## src/rtl/fetch_pkg.sv

```systemverilog
// fetch_pkg: shared state encoding and default widths for the fetch sequencer
package fetch_pkg;
  localparam int IW = 10;
  localparam int OW = 6;
  localparam int CW = 16;
  localparam logic [CW-1:0] MAX_CNT = '1;
  typedef enum logic [1:0] {IDLE, RUN, DONE} state_t;
endpackage

```

## src/rtl/next_pc_logic.sv

```systemverilog
// next_pc_logic: priority mux for stall/jump/branch/sequential PC update, modulo 2**IW
module next_pc_logic #(
  parameter int IW = fetch_pkg::IW,
  parameter int OW = fetch_pkg::OW
)(
  input  logic [IW-1:0] pc,
  input  logic          stall,
  input  logic          jump_en,
  input  logic [IW-1:0] jump_target,
  input  logic          branch_taken,
  input  logic [OW-1:0] branch_offset,
  output logic [IW-1:0] next_pc
);
  logic [IW-1:0] offset_ext;
  assign offset_ext = {{(IW-OW){branch_offset[OW-1]}}, branch_offset};
  // stall beats jump beats branch; sums simply drop the carry out of IW bits
  always_comb begin
    next_pc = stall ? pc : jump_en ? jump_target : branch_taken ? pc + offset_ext : pc + 1'b1;
  end
endmodule

```

## src/rtl/fetch_sequencer.sv

```systemverilog
// fetch_sequencer: owns the PC, runs the IDLE/RUN/DONE lifecycle and keeps saturating perf counters
module fetch_sequencer #(
  parameter int IW = fetch_pkg::IW,
  parameter int OW = fetch_pkg::OW,
  parameter int CW = fetch_pkg::CW
)(
  input  logic          Clk,
  input  logic          Reset_n,
  input  logic          Start,
  input  logic [IW-1:0] StartAddr,
  input  logic          Stall,
  input  logic          HaltReq,
  input  logic          JumpEn,
  input  logic [IW-1:0] JumpTarget,
  input  logic          BranchTaken,
  input  logic [OW-1:0] BranchOffset,
  output logic [IW-1:0] InstAddress,
  output logic          Running,
  output logic          Done,
  output logic [CW-1:0] CycleCount,
  output logic [CW-1:0] InstCount
);
  import fetch_pkg::*;
  state_t state, state_n;
  logic [IW-1:0] pc, pc_n, pc_step;
  logic [CW-1:0] cyc, cyc_n, inst, inst_n;
  next_pc_logic #(.IW(IW), .OW(OW)) u_next_pc (
    .pc(pc),
    .stall(Stall),
    .jump_en(JumpEn),
    .jump_target(JumpTarget),
    .branch_taken(BranchTaken),
    .branch_offset(BranchOffset),
    .next_pc(pc_step)
  );
  // state, PC and counters; reset aborts everything at once
  always_ff @(posedge Clk or negedge Reset_n) begin
    if (!Reset_n) begin
      state <= IDLE;
      pc    <= '0;
      cyc   <= '0;
      inst  <= '0;
    end else begin
      state <= state_n;
      pc    <= pc_n;
      cyc   <= cyc_n;
      inst  <= inst_n;
    end
  end
  // RUN applies halt/next-pc and counts; IDLE and DONE only react to Start
  always_comb begin
    state_n = state;
    pc_n    = pc;
    cyc_n   = cyc;
    inst_n  = inst;
    if (state == RUN) begin
      state_n = HaltReq ? DONE : RUN;
      pc_n    = HaltReq ? pc : pc_step;
      cyc_n   = (&cyc) ? cyc : cyc + 1'b1;
      inst_n  = ((HaltReq || !Stall) && !(&inst)) ? inst + 1'b1 : inst;
    end else if (Start) begin
      state_n = RUN;
      pc_n    = StartAddr;
      cyc_n   = '0;
      inst_n  = '0;
    end
  end
  assign InstAddress = pc;
  assign Running     = (state == RUN);
  assign Done        = (state == DONE);
  assign CycleCount  = cyc;
  assign InstCount   = inst;
endmodule
```

## config.mk

```make
export PLATFORM = sky130hd
export DESIGN_NAME = fetch_sequencer
export DESIGN_NICKNAME = d
export VERILOG_FILES = /design/src/rtl/fetch_pkg.sv /design/src/rtl/next_pc_logic.sv /design/src/rtl/fetch_sequencer.sv
export SDC_FILE = /design/constraint.sdc
export NUM_CORES = 1
export LEC_CHECK = 0
export BUFFER_PORTS_ARGS = -buffer_cell sky130_fd_sc_hd__buf_2
export CELL_PAD_IN_SITES_DETAIL_PLACEMENT = 0
export CELL_PAD_IN_SITES_GLOBAL_PLACEMENT = 1
export CORE_MARGIN = 2
export CORE_UTILIZATION = 36
export CTS_BUF_LIST = sky130_fd_sc_hd__clkbuf_8
export DETAILED_ROUTE_END_ITERATION = 6
export MAX_ROUTING_LAYER = met4
export PLACE_DENSITY = 0.79
export SYNTH_ARGS = -nofsm -noshare
export SYNTH_HDL_FRONTEND = slang
export SYNTH_HIERARCHICAL = 1
export SYNTH_SLANG_ARGS = --single-unit
export TNS_END_PERCENT = 100
```

## constraint.sdc

```tcl
create_clock -name Clk -period 2.2 [get_ports Clk]
set_input_delay 0.11 -clock Clk [delete_from_list [all_inputs] [get_ports Clk]]
set_output_delay 0.11 -clock Clk [all_outputs]
set_load 0.005 [all_outputs]
```

==> key figures, run 1 <==
Status
  • Status: completed

Worst setup path
  • R2R Setup Slk: 0.11 ns
  • Crit path kind: reg -> reg
  • Arr. time, crit path: 2.31 ns
  • Worst R2R End: InstAddress[6]
  • CP startpoint: InstAddress[0]
  • Setup crit end: InstAddress[6]
  • Worst setup SP type: flip-flop
  • Crit path max fanout: 3
  • CP Data Required Time: 2.42 ns
  • Worst setup EP type: flip-flop
  • R2R depth: 9
  • Start of the worst register-to-register path: InstAddress[0]

Synthesis
  • Synthesized area: 2920 um2
  • #FFs+latches synth: 44
  • Synth Area in Compound Gates: 0.207
  • Top cells by area, synth: dfrtp_1 38%, nand2_1 6.8%, o21ai_0 4.1%
  • Top FF cell, synth: dfrtp_1
  • Share of the synthesized area in the top cell type: 0.378
  • Simple-Gate Fraction of Synth Area: 0.294
  • Synth cell types: 60
  • Post-synth EDFFs: 0
  • Warnings, synthesis: 6
  • Mux contribution to synthesized area: 0.0378
  • Area leader, netlist: dfrtp_1
  • Adder-Cell Fraction of Synth Area: 0.0369
  • Post-synth net total: 394
  • Ys async rst share: 1.00
  • Mean post-synth cell area: 8.26 um2
  • Sequential cell area fraction in the yosys report: 0.378
  • Largest family of logic cells by synthesized area: simple AND/OR/NAND/NOR gates
  • Post-Syn Instances: 353
  • XOR/XNOR Fraction of Synth Area: 0.00901

Clock tree
  • CTS sink count: 44
  • Max Root-Sink Buffers: 2
  • CTS Buf Count: 5
  • Clk slew on worst S/H paths: 0.08 ns
  • Clock root buffer: clkbuf_8
  • CTS tree: done
  • H-Tree Depth: 2
  • Clk_lat worst skew: 0.30 ns

Global route
  • Vias in the first global route: 2875
  • Largest net degree at the start of global routing: 24
  • First-pass GRT wire length: 13.5 mm
  • Congestion Overflow GR: 0
  • Tot GR Track Use: 0.194
  • Initial antenna violation count: 0

Power and ir drop
  • Max VDD drop: 0.331 mV
  • Clock power frac: 0.157
  • Switching share of power: 0.427
  • Seq pwr share: 0.342
  • Comb power frac: 0.500
  • Leakage power total: 1.79 nW
  • Pwr dens: 952 nW/um2
  • Internal power: 1.98 mW
  • NetSw: 1.48 mW

Place
  • Final HPWL DP: 5.95 mm
  • PortBufs: 76
  • Dpl ws: -0.0629 ns
  • Final GP Congestion: 0.843
  • Placed cell count: 534

Cells and area
  • Layout cells sized above 1: 0.269
  • Layout Area Growth over Synthesis: 24.5%
  • Util after Layout: 0.465
  • Antenna cells: 0
  • Final Instance Count excl. Fillers: 544
  • Layout net count: 482

STA
  • Final worst slack: 0.113 ns
  • Final worst-path cycle share: 0.949
  • Setup TNS: 0 ns
  • Final Max Slew Viols: 0
  • Clock Skew: 0.00559 ns
  • Normalized max-slew margin: 0.548
  • Period minus WS final: 2.09 ns
  • RSZ-0062 raised after global routing: yes
  • Worst-margin pin slew: 0.675 ns
  • Max Freq: 0.479 GHz
  • Setup-failing EPs final: 0
  • Fin. Hold Viols: 0

Floorplanning
  • Initial core utilization: 0.374
  • Die ar.: 8840 um2
  • Die X: 94.0 um
  • Height of the die: 94.0 um
  • Core ar.: 7810 um2
  • I/O pins: 77
  • FP Rows: 32

Worst hold path
  • Hold Startpoint: HaltReq
  • Hold crit path type: in -> reg

Detailed routing
  • Vias: 2906
  • Antenna Nets Post-Route: 0
  • Wirelength, routed: 7.97 mm
  • Drt pass-1 iters: 4
  • Initial DRC count: 107
  • Remaining routing DRC violations: 0
  • Routed length per placed instance: 14.6 um
  • Vias per inst: 5.34

Run
  • Max_cap viols: 0
## per-stage QoR
| stage | instance area (um2) | total power, mW | hold slack [ns] |
|---|---|---|---|
| 2_1_floorplan | 2920 | 2.25 | -0.186 |
| 3_3_place_gp | 3500 | 2.86 | 0.153 |
| 3_5_place_dp | 3500 | 2.90 | 0.154 |
| 4_1_cts | 3610 | 3.46 | 0.00668 |
| 5_1_grt | 3630 | 3.78 | 0.00588 |
| 6_report | 3630 | 3.46 | 0.0213 |
## final cells by class
type                            instances  area (um2)
Sequential cell                        44        1100
Inverter                               11        41.3
Multi-Input combinational cell        283        1720
Fill cell                             802        4180
Clock inverter                          2        11.3
Clock buffer                            6        82.6
Tap cell                              102         128
Timing Repair Buffer                   96         546
## how the worst min path moves through the flow
stage	to	slack, ns	cells after the start
floorplan	CycleCount[0]	-0.19	0
global placement	CycleCount[8]	0.15	1
finish	state[0]	0.02	2
global route	state[0]	0.006	2
CTS	state[0]	0.007	2
detailed placement	CycleCount[9]	0.15	1
## per-layer routing
metal | part of all wire | track usage | routed length, um
met5 | 0 | - | 0
met4 | 0.0056 | 0.0435 | 45
met3 | 0.044 | 0.0361 | 347
met2 | 0.46 | 0.304 | 3680
met1 | 0.49 | 0.265 | 3900
## worst max-delay path: stages (launching register included)
cell      delay (ns)
dfrtp_1         0.39
ha_2            0.20
fa_2            0.39
a211oi_2        0.21
o21bai_2        0.11
mux2i_1         0.23
nor3_1          0.07
nor3b_1         0.18
nand2_1         0.07
a31oi_1         0.17
## timing repair
action	CTS	global route
pin swaps	0	7
hold buffers	1	0
endpoints found under the setup margin	2	12
resized for setup	2	3
endpoints found under the hold margin	22	0
setup buffers	0	1
## power groups by stage
| stage | Combinational, mW | Clock, mW | Sequential (mW) |
|---|---|---|---|
| after global routing | 1.96 | 0.596 | 1.22 |
| after detailed placement | 1.70 | 0 | 1.20 |
| after CTS | 1.72 | 0.561 | 1.19 |
| after global placement | 1.66 | 0 | 1.19 |
| final | 1.73 | 0.543 | 1.18 |
| after floorplan | 1.06 | 0 | 1.19 |
## cell usage in the layout, fill, tap and decap left out, types with 8 or more instances in the layout
master	count
buf_2	76
nand2_1	53
dfrtp_1	44
nor2_1	25
o21ai_0	24
buf_4	18
nand3_1	17
a21oi_1	17
a31oi_1	15
nand4_1	13
nor3_1	12
inv_1	11
mux2i_1	11
and3_1	8
## cell usage after synthesis, types with 3 or more instances
library cell and instances:
a211oi_1 3, a21o_1 5, a21oi_1 17, a31oi_1 15
and2_1 6, and3_1 8, buf_2 4, clkbuf_1 8
dfrtp_1 44, ha_1 7, inv_1 10, mux2i_1 11
nand2_1 53, nand2b_1 4, nand3_1 17, nand4_1 13
nor2_1 25, nor3_1 13, nor4_1 4, o21a_1 4
o21ai_0 24, o22ai_1 4, o31ai_1 3, or3_1 6
## cells by family (layout without fill, tap and decap cells)
logic type / Yosys count / after routing
adder cells (fa/ha/maj): 8 / 8
flip-flops: 44 / 44
buffers and inverters: 26 / 115
AO/OA/AOI/OAI: 93 / 93
XOR/XNOR: 3 / 3
AND/OR/NAND/NOR: 168 / 168
multiplexers: 11 / 11
## sequential cells by signal (all words and copies together), names as in the netlist
| register | flops |
|---|---|
| CycleCount | 16 |
| state | 2 |
| InstAddress | 10 |
| InstCount | 16 |
(Power assumes the default switching activity.)
==> inputs of run 2 (changes only) <==
==> constraint.sdc (replaced) <==
create_clock -name Clk -period 2.2 [get_ports Clk]
set_input_delay 0 -clock Clk [delete_from_list [all_inputs] [get_ports Clk]]
set_output_delay 0 -clock Clk [all_outputs]
set_load 0.005 [all_outputs]
==> run 2 against run 1 <==
  * Hold slack better by 0.018 ns
  * Die area unchanged
  * Largest cell class unchanged
  * Non-clock buffer count increased by 11
  * Clock power increased by 2%
  * Sequential power about the same
  * Maximum frequency barely moved
  * Register-to-register slack hardly changed
  * Worst setup slack lost 0.0011 ns
  * Total power shrank 0.10%
  * Global-route usage down 0.12 points
==> key figures, run 2 (synthesis results as in run 1) <==
Status
  • Status: completed

STA
  • RSZ-0062 raised after global routing: yes
  • Period minus WS final: 2.09 ns (+0.00114 ns)
  • Final worst slack: 0.112 ns (-0.00114 ns)
  • Max Freq: 0.479 GHz (about the same)
  • Normalized max-slew margin: 0.518 (-0.0297)
  • Worst-margin pin slew: 0.719 ns (+0.0444 ns)
  • Fin. Hold Viols: 0 (unchanged)
  • Fin Hold WS: 0.0395 ns (+0.0182 ns)
  • Setup TNS: 0 ns (unchanged)
  • Final Max Slew Viols: 0 (unchanged)
  • Clock Skew: 0.00784 ns (+0.00225 ns)
  • Setup-failing EPs final: 0 (unchanged)
  • Final worst-path cycle share: 0.949 (about the same)

Detailed routing
  • Initial DRC count: 107 (unchanged)
  • Length of routed wiring on met1: 3.84 mm (-1.4%)
  • Vias per inst: 5.41 (+1.3%)
  • Met2 wire len: 3.83 mm (+4.1%)
  • Wirelength, routed: 8.08 mm (+1.5%)
  • Remaining routing DRC violations: 0 (unchanged)
  • Vias: 3004 (+3.4%)
  • Antenna Nets Post-Route: 0 (unchanged)
  • Max Used Layer: met4
  • Routed length per placed instance: 14.6 um (-0.53%)
  • Met3 routed WL: 365 um (+5.2%)
  • Drt pass-1 iters: 5 (+1)

Worst setup path
  • R2R depth: 10 (+1)
  • Crit path kind: reg -> reg
  • CP peak stage delay: 0.39 ns (about the same)
  • R2R Setup Slk: 0.11 ns (about the same)
  • Worst setup SP type: flip-flop
  • Worst setup EP type: flip-flop
  • Arr. time, crit path: 2.32 ns (about the same)
  • Crit path max-delay cell type: dfrtp_1
  • Crit path max fanout: 2 (-1)
  • Worst-path cell chain: ha_2 > fa_2 > buf_4 > a21o_1 > a21oi_1 > xor2_1 > o21ai_0 > o21a_1 > nand2_1 > a31oi_1
  • CP Data Required Time: 2.43 ns (about the same)

Floorplanning
  • I/O pins: 77 (unchanged)
  • Die X: 94.0 um (unchanged)
  • Initial core utilization: 0.374 (unchanged)
  • FP Rows: 32 (unchanged)
  • Core ar.: 7810 um2 (unchanged)
  • Height of the die: 94.0 um (unchanged)
  • Die ar.: 8840 um2 (unchanged)

Place
  • Final HPWL DP: 5.92 mm (-0.44%)
  • Final GP Congestion: 0.875 (+3.8%)
  • Dpl ws: -0.00146 ns (+0.0615 ns)
  • PortBufs: 76 (unchanged)
  • Post-Place Cell Area: 3500 um2 (-0.14%)

Global route
  • Tot GR Track Use: 0.193 (-0.00122)
  • First-pass GRT wire length: 13.5 mm (unchanged)
  • Congestion Overflow GR: 0 (unchanged)
  • Vias in the first global route: 2927 (+1.8%)
  • Largest net degree at the start of global routing: 27 (+13%)
  • Initial antenna violation count: 0 (unchanged)

Cells and area
  • Most frequent cells in the layout: 76 x buf_2, 53 x nand2_1, 44 x dfrtp_1
  • Finished Cell Area: 3730 um2 (+2.7%)
  • Layout net count: 493 (+2.3%)
  • Commonest non-fill, non-tap cell in the layout: buf_2
  • Layout cells sized above 1: 0.267 (-0.00212)
  • Layout Area Growth over Synthesis: 27.9%
  • Util after Layout: 0.478 (+0.0127)
  • Antenna cells: 0 (unchanged)

Clock tree
  • Post CTS Setup Buffer Count: 0 (unchanged)
  • Max Root-Sink Buffers: 2 (unchanged)
  • H-Tree Depth: 2 (unchanged)
  • CTS sink count: 44 (unchanged)
  • CTS tree: done
  • Clk slew on worst S/H paths: 0.09 ns (about the same)
  • CTS Buf Count: 5 (unchanged)
  • Clk_lat worst skew: 0.30 ns (about the same)
  • Clock root buffer: clkbuf_8

Power and ir drop
  • Max VDD drop: 0.464 mV (+40%)
  • Leakage power total: 1.83 nW (+2.3%)
  • Pwr dens: 926 nW/um2 (-2.7%)

Worst hold path
  • Hold crit path type: in -> reg
  • Hold path cells: 3 (+1)

Run
  • Max_cap viols: 0 (unchanged)
-- run 2: cell types whose count changed in the layout (fill, tap and decap cells not counted), sizes merged --
cell         delta
clkinv          +2
clkinvlp        -1
dlygate4sd3    +11
inv             -1
-- run 2: worst paths after layout --
| path | startpoint | endpoint |
|---|---|---|
| setup / recovery | InstAddress[0] | InstAddress[4] |
| hold / removal | Start | state[0] |
| setup reg to reg | InstAddress[0] | InstAddress[4] |
| hold reg to reg | CycleCount[10] | CycleCount[10] |
| max in group asynchronous | Reset_n | InstAddress[6] |
| min in group asynchronous | Reset_n | CycleCount[10] |
-- run 2: power by group --
part           internal (mW)  switching (mW)  total, mW
Combinational          0.759           0.953       1.71
Sequential             0.969           0.219       1.19
Clock                  0.252           0.303      0.554
Total                   1.98            1.48       3.45
-- run 2: metrics by stage --
step | instances | power [mW]
6_report | 555 | 3.45
5_1_grt | 555 | 3.77
4_1_cts | 555 | 3.47
3_5_place_dp | 535 | 2.88
3_3_place_gp | 535 | 2.85
2_1_floorplan | 353 | 2.25
-- run 2: per-layer routing --
layer / global-route usage / vias up
met1: 0.253 / 1427
met5: - / -
met4: 0.0399 / 0
li1: - / 1500
met3: 0.0273 / 4
met2: 0.321 / 73
-- run 2: final cells by class --
class	count	area, um2
tap	102	128
clock inverter	2	10.0
timing repair buffer	107	643
inverter	11	41.3
fill	784	4080
clock buffer	6	82.6
multi-input combinational	283	1720
sequential	44	1100
-- run 2: worst max-delay path: cells and delay by family (launching register included) --
family	cells	cell delay (ns)
AO/OA/AOI/OAI	5	0.77
XOR/XNOR	1	0.09
adder cells (fa/ha/maj)	2	0.57
buffers and inverters	1	0.15
flip-flops	1	0.39
AND/OR/NAND/NOR	1	0.04
-- run 2: repair_timing --
action | in CTS | in global routing
resized for setup | 1 | 5
endpoints found under the setup margin | 2 | 13
hold buffers | 12 | 0
pin swaps | 0 | 4
hold endpoints to repair | 36 | 0
